`config.mk`:
```
export PLATFORM = sky130hd
export DESIGN_NAME = cla_add32_pipe
export DESIGN_NICKNAME = d
export VERILOG_FILES = /design/src/rtl/alu_pkg.sv /design/src/rtl/lookahead_carry_unit.sv /design/src/rtl/cla_add32_pipe.sv
export SDC_FILE = /design/constraint.sdc
export NUM_CORES = 1
export LEC_CHECK = 0
export CELL_PAD_IN_SITES_DETAIL_PLACEMENT = 1
export CELL_PAD_IN_SITES_GLOBAL_PLACEMENT = 1
export CORE_UTILIZATION = 40
export DETAILED_ROUTE_END_ITERATION = 6
export PLACE_DENSITY = 0.79
export SYNTH_ARGS = -nofsm -noshare
export SYNTH_HDL_FRONTEND = slang
export SYNTH_SLANG_ARGS = --single-unit
```
`constraint.sdc`:
```
create_clock -name clk -period 5.2 [get_ports clk]
set_input_delay 1.56 -clock clk [delete_from_list [all_inputs] [get_ports clk]]
set_output_delay 1.56 -clock clk [all_outputs]
set_load 0.005 [all_outputs]
```
`src/rtl/alu_pkg.sv`:
```
// alu_pkg: shared constants and flag struct for the KGP-RISC ALU datapath.
// Struct members are ordered so that bit positions match the FLAG_* indices.
package alu_pkg;
   localparam int GRP_W  = 4;
   localparam int FLAG_C = 0;
   localparam int FLAG_V = 1;
   localparam int FLAG_Z = 2;
   localparam int FLAG_S = 3;
   typedef struct packed {
      logic sign;
      logic zero;
      logic overflow;
      logic carry;
   } add_flags_t;
endpackage

```
`src/rtl/lookahead_carry_unit.sv`:
```
// lookahead_carry_unit: second-level carry lookahead over group P/G, flattened within
// each block of four groups; blocks chain through their block carry-in.
module lookahead_carry_unit
   import alu_pkg::*;
#(
   parameter int NGRP = 8
) (
   input  logic [NGRP-1:0] p_i,
   input  logic [NGRP-1:0] g_i,
   input  logic            cin_i,
   output logic [NGRP:0]   c_o
);
   logic [NGRP:0] c;
   always_comb begin
      c    = '0;
      c[0] = cin_i;
      for (int k = 0; k < NGRP; k++) begin
         logic pp;
         pp = 1'b1;
         for (int j = k; j >= (k / GRP_W) * GRP_W; j--) begin
            c[k+1] = c[k+1] | (pp & g_i[j]);
            pp     = pp & p_i[j];
         end
         c[k+1] = c[k+1] | (pp & c[(k / GRP_W) * GRP_W]);
      end
   end
   assign c_o = c;
endmodule

```
`src/rtl/cla_add32_pipe.sv`:
```
// cla_add32_pipe: two-stage pipelined carry-lookahead add/subtract with valid/ready.
// Stage 1 registers per-bit and per-group P/G; stage 2 resolves carries into the output regs.
module cla_add32_pipe
   import alu_pkg::*;
#(
   parameter int WIDTH = 32
) (
   input  logic             clk,
   input  logic             rst,
   input  logic             in_valid,
   output logic             in_ready,
   input  logic [WIDTH-1:0] a,
   input  logic [WIDTH-1:0] b,
   input  logic             op_sub,
   output logic             out_valid,
   input  logic             out_ready,
   output logic [WIDTH-1:0] sum,
   output logic             carry,
   output logic             overflow,
   output logic             zero,
   output logic             sign
);
   localparam int NGRP = WIDTH / GRP_W;
   logic             s1_valid_q, cin_q, a_msb_q, b_msb_q, out_valid_q, s1_adv, s2_adv;
   logic [WIDTH-1:0] bx, p_d, g_d, p_q, g_q, bc, sum_d, sum_q;
   logic [NGRP-1:0]  gp_d, gg_d, gp_q, gg_q;
   logic [NGRP:0]    gc;
   add_flags_t       flags_d, flags_q;
   assign s2_adv   = !out_valid_q || out_ready;
   assign s1_adv   = !s1_valid_q || s2_adv;
   assign in_ready = s1_adv;
   always_comb begin
      bx   = b ^ {WIDTH{op_sub}};
      p_d  = a ^ bx;
      g_d  = a & bx;
      gp_d = '0;
      gg_d = '0;
      for (int k = 0; k < NGRP; k++) begin
         logic [GRP_W-1:0] pk, gk;
         pk      = p_d[k*GRP_W +: GRP_W];
         gk      = g_d[k*GRP_W +: GRP_W];
         gp_d[k] = &pk;
         gg_d[k] = gk[3] | (pk[3] & gk[2]) | (pk[3] & pk[2] & gk[1]) | (pk[3] & pk[2] & pk[1] & gk[0]);
      end
   end
   lookahead_carry_unit #(.NGRP(NGRP)) u_lcu (
      .p_i   (gp_q),
      .g_i   (gg_q),
      .cin_i (cin_q),
      .c_o   (gc)
   );
   // Ripple inside each 4-bit group from the lookahead group carry-in.
   always_comb begin
      bc = '0;
      for (int k = 0; k < NGRP; k++) begin
         logic c;
         c = gc[k];
         for (int j = 0; j < GRP_W; j++) begin
            bc[k*GRP_W+j] = c;
            c = g_q[k*GRP_W+j] | (p_q[k*GRP_W+j] & c);
         end
      end
      sum_d            = p_q ^ bc;
      flags_d.carry    = gc[NGRP];
      flags_d.overflow = (a_msb_q == b_msb_q) && (sum_d[WIDTH-1] != a_msb_q);
      flags_d.zero     = sum_d == '0;
      flags_d.sign     = sum_d[WIDTH-1];
   end
   always_ff @(posedge clk or posedge rst) begin
      if (rst) begin
         s1_valid_q  <= 1'b0;
         cin_q       <= 1'b0;
         a_msb_q     <= 1'b0;
         b_msb_q     <= 1'b0;
         p_q         <= '0;
         g_q         <= '0;
         gp_q        <= '0;
         gg_q        <= '0;
         out_valid_q <= 1'b0;
         sum_q       <= '0;
         flags_q     <= '0;
      end else begin
         if (s1_adv) begin
            s1_valid_q <= in_valid;
            cin_q      <= op_sub;
            a_msb_q    <= a[WIDTH-1];
            b_msb_q    <= bx[WIDTH-1];
            p_q        <= p_d;
            g_q        <= g_d;
            gp_q       <= gp_d;
            gg_q       <= gg_d;
         end
         if (s2_adv) begin
            out_valid_q <= s1_valid_q;
            sum_q       <= sum_d;
            flags_q     <= flags_d;
         end
      end
   end
   assign out_valid = out_valid_q;
   assign sum       = sum_q;
   assign carry     = flags_q[FLAG_C];
   assign overflow  = flags_q[FLAG_V];
   assign zero      = flags_q[FLAG_Z];
   assign sign      = flags_q[FLAG_S];
endmodule

```
==> results of run 1 <==
==> cell families (layout without fill, tap and decap cells) <==
kind of cell               count (synthesis)  after routing  synth area share, %
and+or+nand+nor                          322            322                 22.7
AOI/OAI and AO/OA                         54             54                 6.07
adders and majority gates                 56             56                 12.0
buffers and inverters                     34            135                 3.38
xor gates and xnor gates                  40             40                 6.02
muxes                                      8              8                 1.61
DFF                                      112            112                 48.2
==> worst min-delay path by stage <==
stage | start | to | slack, ps | depth (start not counted)
global placement | s1_valid_q | out_valid | 430 | 1
global route | g_q[9] | g_q[9] | 480 | 2
detailed placement | g_q[4] | g_q[4] | 450 | 2
CTS | g_q[4] | g_q[4] | 470 | 2
finish | g_q[4] | g_q[4] | 460 | 2
floorplan | s1_valid_q | out_valid | 430 | 1
==> stage by stage <==
stage | power (mW) | hold slack, ps | instances | setup WS (ps) | instance area [um2]
after floorplan | 1.61 | 425 | 626 | 681 | 5820
after global placement | 2.01 | 430 | 891 | 710 | 7000
after detailed placement | 2.05 | 450 | 891 | 703 | 7000
after CTS | 2.79 | 466 | 907 | 695 | 7310
after global routing | 2.93 | 480 | 907 | 660 | 7310
final | 2.76 | 464 | 907 | 690 | 7310
==> flip-flops by register name (all words and copies together) (netlist names) <==
| signal | flops |
|---|---|
| a_msb_q | 1 |
| gg_q | 8 |
| overflow | 1 |
| sum | 31 |
| out_valid | 1 |
| p_q | 32 |
| zero | 1 |
| sign | 1 |
| carry | 1 |
| g_q | 24 |
| gp_q | 8 |
| cin_q | 1 |
| s1_valid_q | 1 |
| b_msb_q | 1 |
==> per-layer routing <==
| metal | global-route usage (%) | part of all wire, % | vias up |
|---|---|---|---|
| li1 | - | - | 2219 |
| met1 | 27.0 | 46 | 2249 |
| met2 | 36.1 | 49 | 100 |
| met3 | 3.07 | 3.5 | 19 |
| met4 | 7.01 | 1.8 | 0 |
| met5 | 0 | 0 | - |
==> worst max-delay path, delay by kind of cell <==
family	cells	cell delay, ps
buf+inv	3	1090
simple gates	2	290
==> placed cells by master, fill, tap and decap left out, types with 9 or more instances in the layout <==
master | netlist | routed
dfrtp_1 | 112 | 112
o21ai_0 | 16 | 16
clkbuf_16 | 0 | 9
nor2_1 | 12 | 12
nand4_1 | 9 | 9
xor2_1 | 32 | 32
ha_1 | 56 | 56
or2_2 | 16 | 16
a21o_1 | 20 | 20
clkdlybuf4s50_1 | 0 | 105
nand2_1 | 268 | 268
a21oi_1 | 9 | 9
==> cell type report <==
type                       count  area (um2)  area share, %
tap                          180         225           3.08
clock inverter                 3        65.1          0.890
clock buffer                  13         250           3.42
timing repair buffer         113        1120           15.3
sequential                   112        2800           38.3
inverter                       6        27.5          0.377
multi-input combinational    480        2820           38.6
==> power by group <==
part,internal [mW],switching [mW]
Combinational,0.452,0.404
Clock,0.436,0.305
Sequential,1.05,0.114
==> flow_summary.yaml, run 1 <==
clock_network:
  htreeDepth: 3
  postCtsResizedCells: 0
  clock_path_buffers: 2
  cts_sinks: 112
  numCtsBuffers: 9
  clk_latency_ps: 340
  cts_setup_buffers: 0
  postCtsHoldBufs: 0
  cts.clk_slew.worst_paths_ps: 70
  cts_tree: "yes"
  cts-root-buf: "clkbuf_16"
layout:
  fin_util_pct: 52.1
  fillCellCount: 1617
  syn2layout_area_growth_pct: 25.7
  layout-drive-gt1-share_pct: 7.02
  num_antenna_cells: 0
  fin_nets: 847
synthesis:
  synthCells: 626
  synth_edf_count: 0
  syn_nets: 751
  yosysTopAreaCellShare_pct: 48.2
  synthFlopType: "dfrtp_1"
  synth_area_leaders: "dfrtp_1, nand2_1, ha_1"
  postSynth.asyncResetShare_pct: 100
  syn_area_um2: 5820
  yosysSeqAreaShare_pct: 48.2
  synthTopCellsByCount: "nand2_1, dfrtp_1, ha_1, xor2_1, a21o_1"
  synth.distinct_cells: 33
  postSynthAreaPerCell_um2: 9.29
  yosys.area.top_type: "dfrtp_1"
  yosysWarnings: 0
  ys_seq_elements: 112
  synth.most_common_cell: "nand2_1"
timing:
  rsz0062_at_grt: "no"
  tightest_slew_ps: 1050
  finalMaxSlewViolations: 0
  setup_viol: 0
  fin_worst_skew_ps: 8.08
  finalCritPeriodShare_pct: 86.7
  slew_headroom_pct: 30.3
  fin_setup_tns_ps: 0
  fmax_mhz: 222
  post-route-min-period_ps: 4510
  hold_violations: 0
job:
  drv_cap: 0
global_route:
  overflow: 0
  grt_pass1_vias: 4892
  track_usage_pct: 21.0
  grt_pass1_wl_um: 24000
  antenna_found_initial: 0
  grt_max_degree: 91
drt:
  drc: 0
  vias: 4587
  wl_per_cell_um: 16.5
  dr.pass1.iters: 4
  drtIter0Drc: 247
  ant_nets: 0
  routed_wl_um: 14900
  via_per_inst: 5.06
worst_hold_path:
  worstHoldPathType: "register to register"
placed_design:
  place_congestion: 0.790
  portBuffers: 106
  dpl.hpwl_um: 11000
floorplan:
  coreArea_um2: 14000
  initial_core_util_pct: 41.4
  ios: 107
  die_width_um: 123
  row_count: 43
  die_h_um: 123
  die_area_um2: 15000
setup_path:
  reg2reg_depth: 13
  path_class: "input pin to output port"
  cp.arrival_ps: 2950
  critical-path-slowest-cell: "clkdlybuf4s50_1"
  required_ps: 3640
  worstPathMaxFanout: 2
  path_cells: "clkdlybuf4s50_1 -> nor2b_4 -> and2_2 -> inv_4 -> clkdlybuf4s50_1"
  endpoint_kind: "output port"
  endpoint: "in_ready"
  rrSetupSlack_ps: 1900
  cpMostUsedCell: "clkdlybuf4s50_1"
  slowest_delay_ps: 530
  r2r-start: "gp_q[2]"
  critPathLaunchType: "input pin"
  crit_start: "out_ready"
  regToRegEndpoint: "zero"
power_and_ir_drop:
  ir_drop_uv: 130
  p_leak_nw: 3.70
  power_density_nw_per_um2: 378
status:
  status: "complete, no violations"
No activity file was read; power rests on OpenSTA's default activity.
==> run 2, diff against run 1 <==
--- a/config.mk
+++ b/config.mk
@@ -9,6 +9,7 @@
 export CELL_PAD_IN_SITES_GLOBAL_PLACEMENT = 1
 export CORE_UTILIZATION = 40
 export DETAILED_ROUTE_END_ITERATION = 6
+export HOLD_SLACK_MARGIN = 0.03
 export PLACE_DENSITY = 0.79
 export SYNTH_ARGS = -nofsm -noshare
 export SYNTH_HDL_FRONTEND = slang
==> results of run 2 <==
Final layout, timing and power as in run 1 (identical DEF).
==> run 3, diff against run 2 <==
--- a/config.mk
+++ b/config.mk
@@ -10,7 +10,8 @@
 export CORE_UTILIZATION = 40
 export DETAILED_ROUTE_END_ITERATION = 6
 export HOLD_SLACK_MARGIN = 0.03
-export PLACE_DENSITY = 0.79
+export PLACE_DENSITY_LB_ADDON = 0.1
+export SETUP_SLACK_MARGIN = 0.2
 export SYNTH_ARGS = -nofsm -noshare
 export SYNTH_HDL_FRONTEND = slang
 export SYNTH_SLANG_ARGS = --single-unit
==> flow_summary.yaml, run 3 (synthesis gave the netlist of run 1 again) <==
timing:
  fin_worst_skew_ps: 6.99
  slew_headroom_pct: 30.8
  hold_violations: 0
  rsz0062_at_grt: "no"
  tightest_slew_ps: 1040
  fmax_mhz: 223
  setup_viol: 0
  finalCritPeriodShare_pct: 86.4
  fin_setup_tns_ps: 0
  post-route-min-period_ps: 4490
  finalMaxSlewViolations: 0
clock_network:
  numCtsBuffers: 9
  postCtsResizedCells: 0
  cts_sinks: 112
  cts-root-buf: "clkbuf_16"
  htreeDepth: 3
  clk_latency_ps: 350
  postCtsHoldBufs: 0
  clock_path_buffers: 2
  cts.clk_slew.worst_paths_ps: 70
  cts_setup_buffers: 0
  cts_tree: "yes"
power_and_ir_drop:
  p_leak_nw: 3.68
  total_power_mw: 2.74
  ir_drop_uv: 169
  power_density_nw_per_um2: 376
layout:
  num_antenna_cells: 0
  largest_reg_flops: 32
  syn2layout_area_growth_pct: 25.3
  top_register: "p_q"
  final_common_cell: "nand2_1"
  fin_nets: 846
  final_cell_mix: "nand2_1, dfrtp_1, clkdlybuf4s50_1"
  layout-drive-gt1-share_pct: 6.89
  fin_util_pct: 51.9
drt:
  wl_per_cell_um: 16.4
  routed_wl_um: 14800
  drtIter0Drc: 169
  drc: 0
  dr.pass1.iters: 4
  ant_nets: 0
  vias: 4578
  via_per_inst: 5.05
global_route:
  overflow: 0
  antenna_found_initial: 0
  track_usage_pct: 21.2
  grt_max_degree: 91
  grt_pass1_vias: 4883
  grt_pass1_wl_um: 24000
setup_path:
  required_ps: 3640
  endpoint_kind: "output port"
  slowest_delay_ps: 530
  critPathLaunchType: "input pin"
  cp.arrival_ps: 2930
  worstPathMaxFanout: 2
  cp_top_family: "buffers and inverters"
  path_cells: "clkdlybuf4s50_1 -> nor2b_4 -> and2_2 -> inv_4 -> clkdlybuf4s50_1"
  path_class: "input pin to output port"
  worst-path-buf-inv: 3
  critical-path-slowest-cell: "clkdlybuf4s50_1"
  cpMostUsedCell: "clkdlybuf4s50_1"
status:
  status: "complete, no violations"
floorplan:
  die_width_um: 123
  row_count: 43
  coreArea_um2: 14000
  die_area_um2: 15000
  ios: 107
  die_h_um: 123
  initial_core_util_pct: 41.4
worst_hold_path:
  worstHoldPathType: "register to register"
placed_design:
  place_congestion: 0.776
  portBuffers: 106
  dpl.hpwl_um: 11000
job:
  drv_cap: 0
## run 3: cell types whose count changed in the layout (fill, tap and decap cells not counted), sizes merged
cell,previous run,this run
buf,8,7
clkinvlp,0,1
clkbuf,13,14
clkinv,1,0
bufinv,2,1
## run 3: stage by stage
stage	hold slack (ps)	worst slack, ps	cells	instance area [um2]
detailed placement	452	710	890	6990
finish	462	706	906	7290
global route	493	667	906	7290
floorplan	425	681	626	5820
global placement	438	716	890	6990
CTS	468	699	906	7290
## run 3: path summary, 6_finish.rpt
check	startpoint	endpoint	slack (ps)	depth (start not counted)
setup / recovery	out_ready	in_ready	710	5
hold / removal	s1_valid_q	out_valid	460	1
setup reg to reg	gp_q[2]	zero	1850	13
hold reg to reg	s1_valid_q	out_valid	460	1
max in group asynchronous	rst	sum[30]	2730	3
min in group asynchronous	rst	sum[24]	1730	2
## run 3: final cells by class
cell class	count	area, um2
multi-input cells	480	2820
repair buffers	112	1110
well taps	180	225
fillers	1584	6750
inverters	6	27.5
flip-flops and latches	112	2800
clock buffers	14	264
clock inverters	2	37.5
## run 3: worst register-to-register path: cells and delay by family (launching register included)
family / cells / cell delay, ps
fa+ha+maj: 3 / 640
simple gates: 5 / 1250
flops: 1 / 430
compound gates: 5 / 980
## run 3: where the power goes
group	total [mW]	internal, mW	leakage, nW	switching (mW)
Clock	0.717	0.401	0.143	0.316
Combinational	0.855	0.452	2.16	0.403
Sequential	1.17	1.05	1.38	0.119
Total	2.74	1.91	3.68	0.837
## run 3: routing by layer
layer / track usage [%] / wire length, um / part of all wire [%]
met4: 8.08 / 271 / 1.8
met2: 36.3 / 7150 / 48
met5: 0 / 0 / 0
met3: 2.88 / 472 / 3.2
met1: 27.2 / 6930 / 47
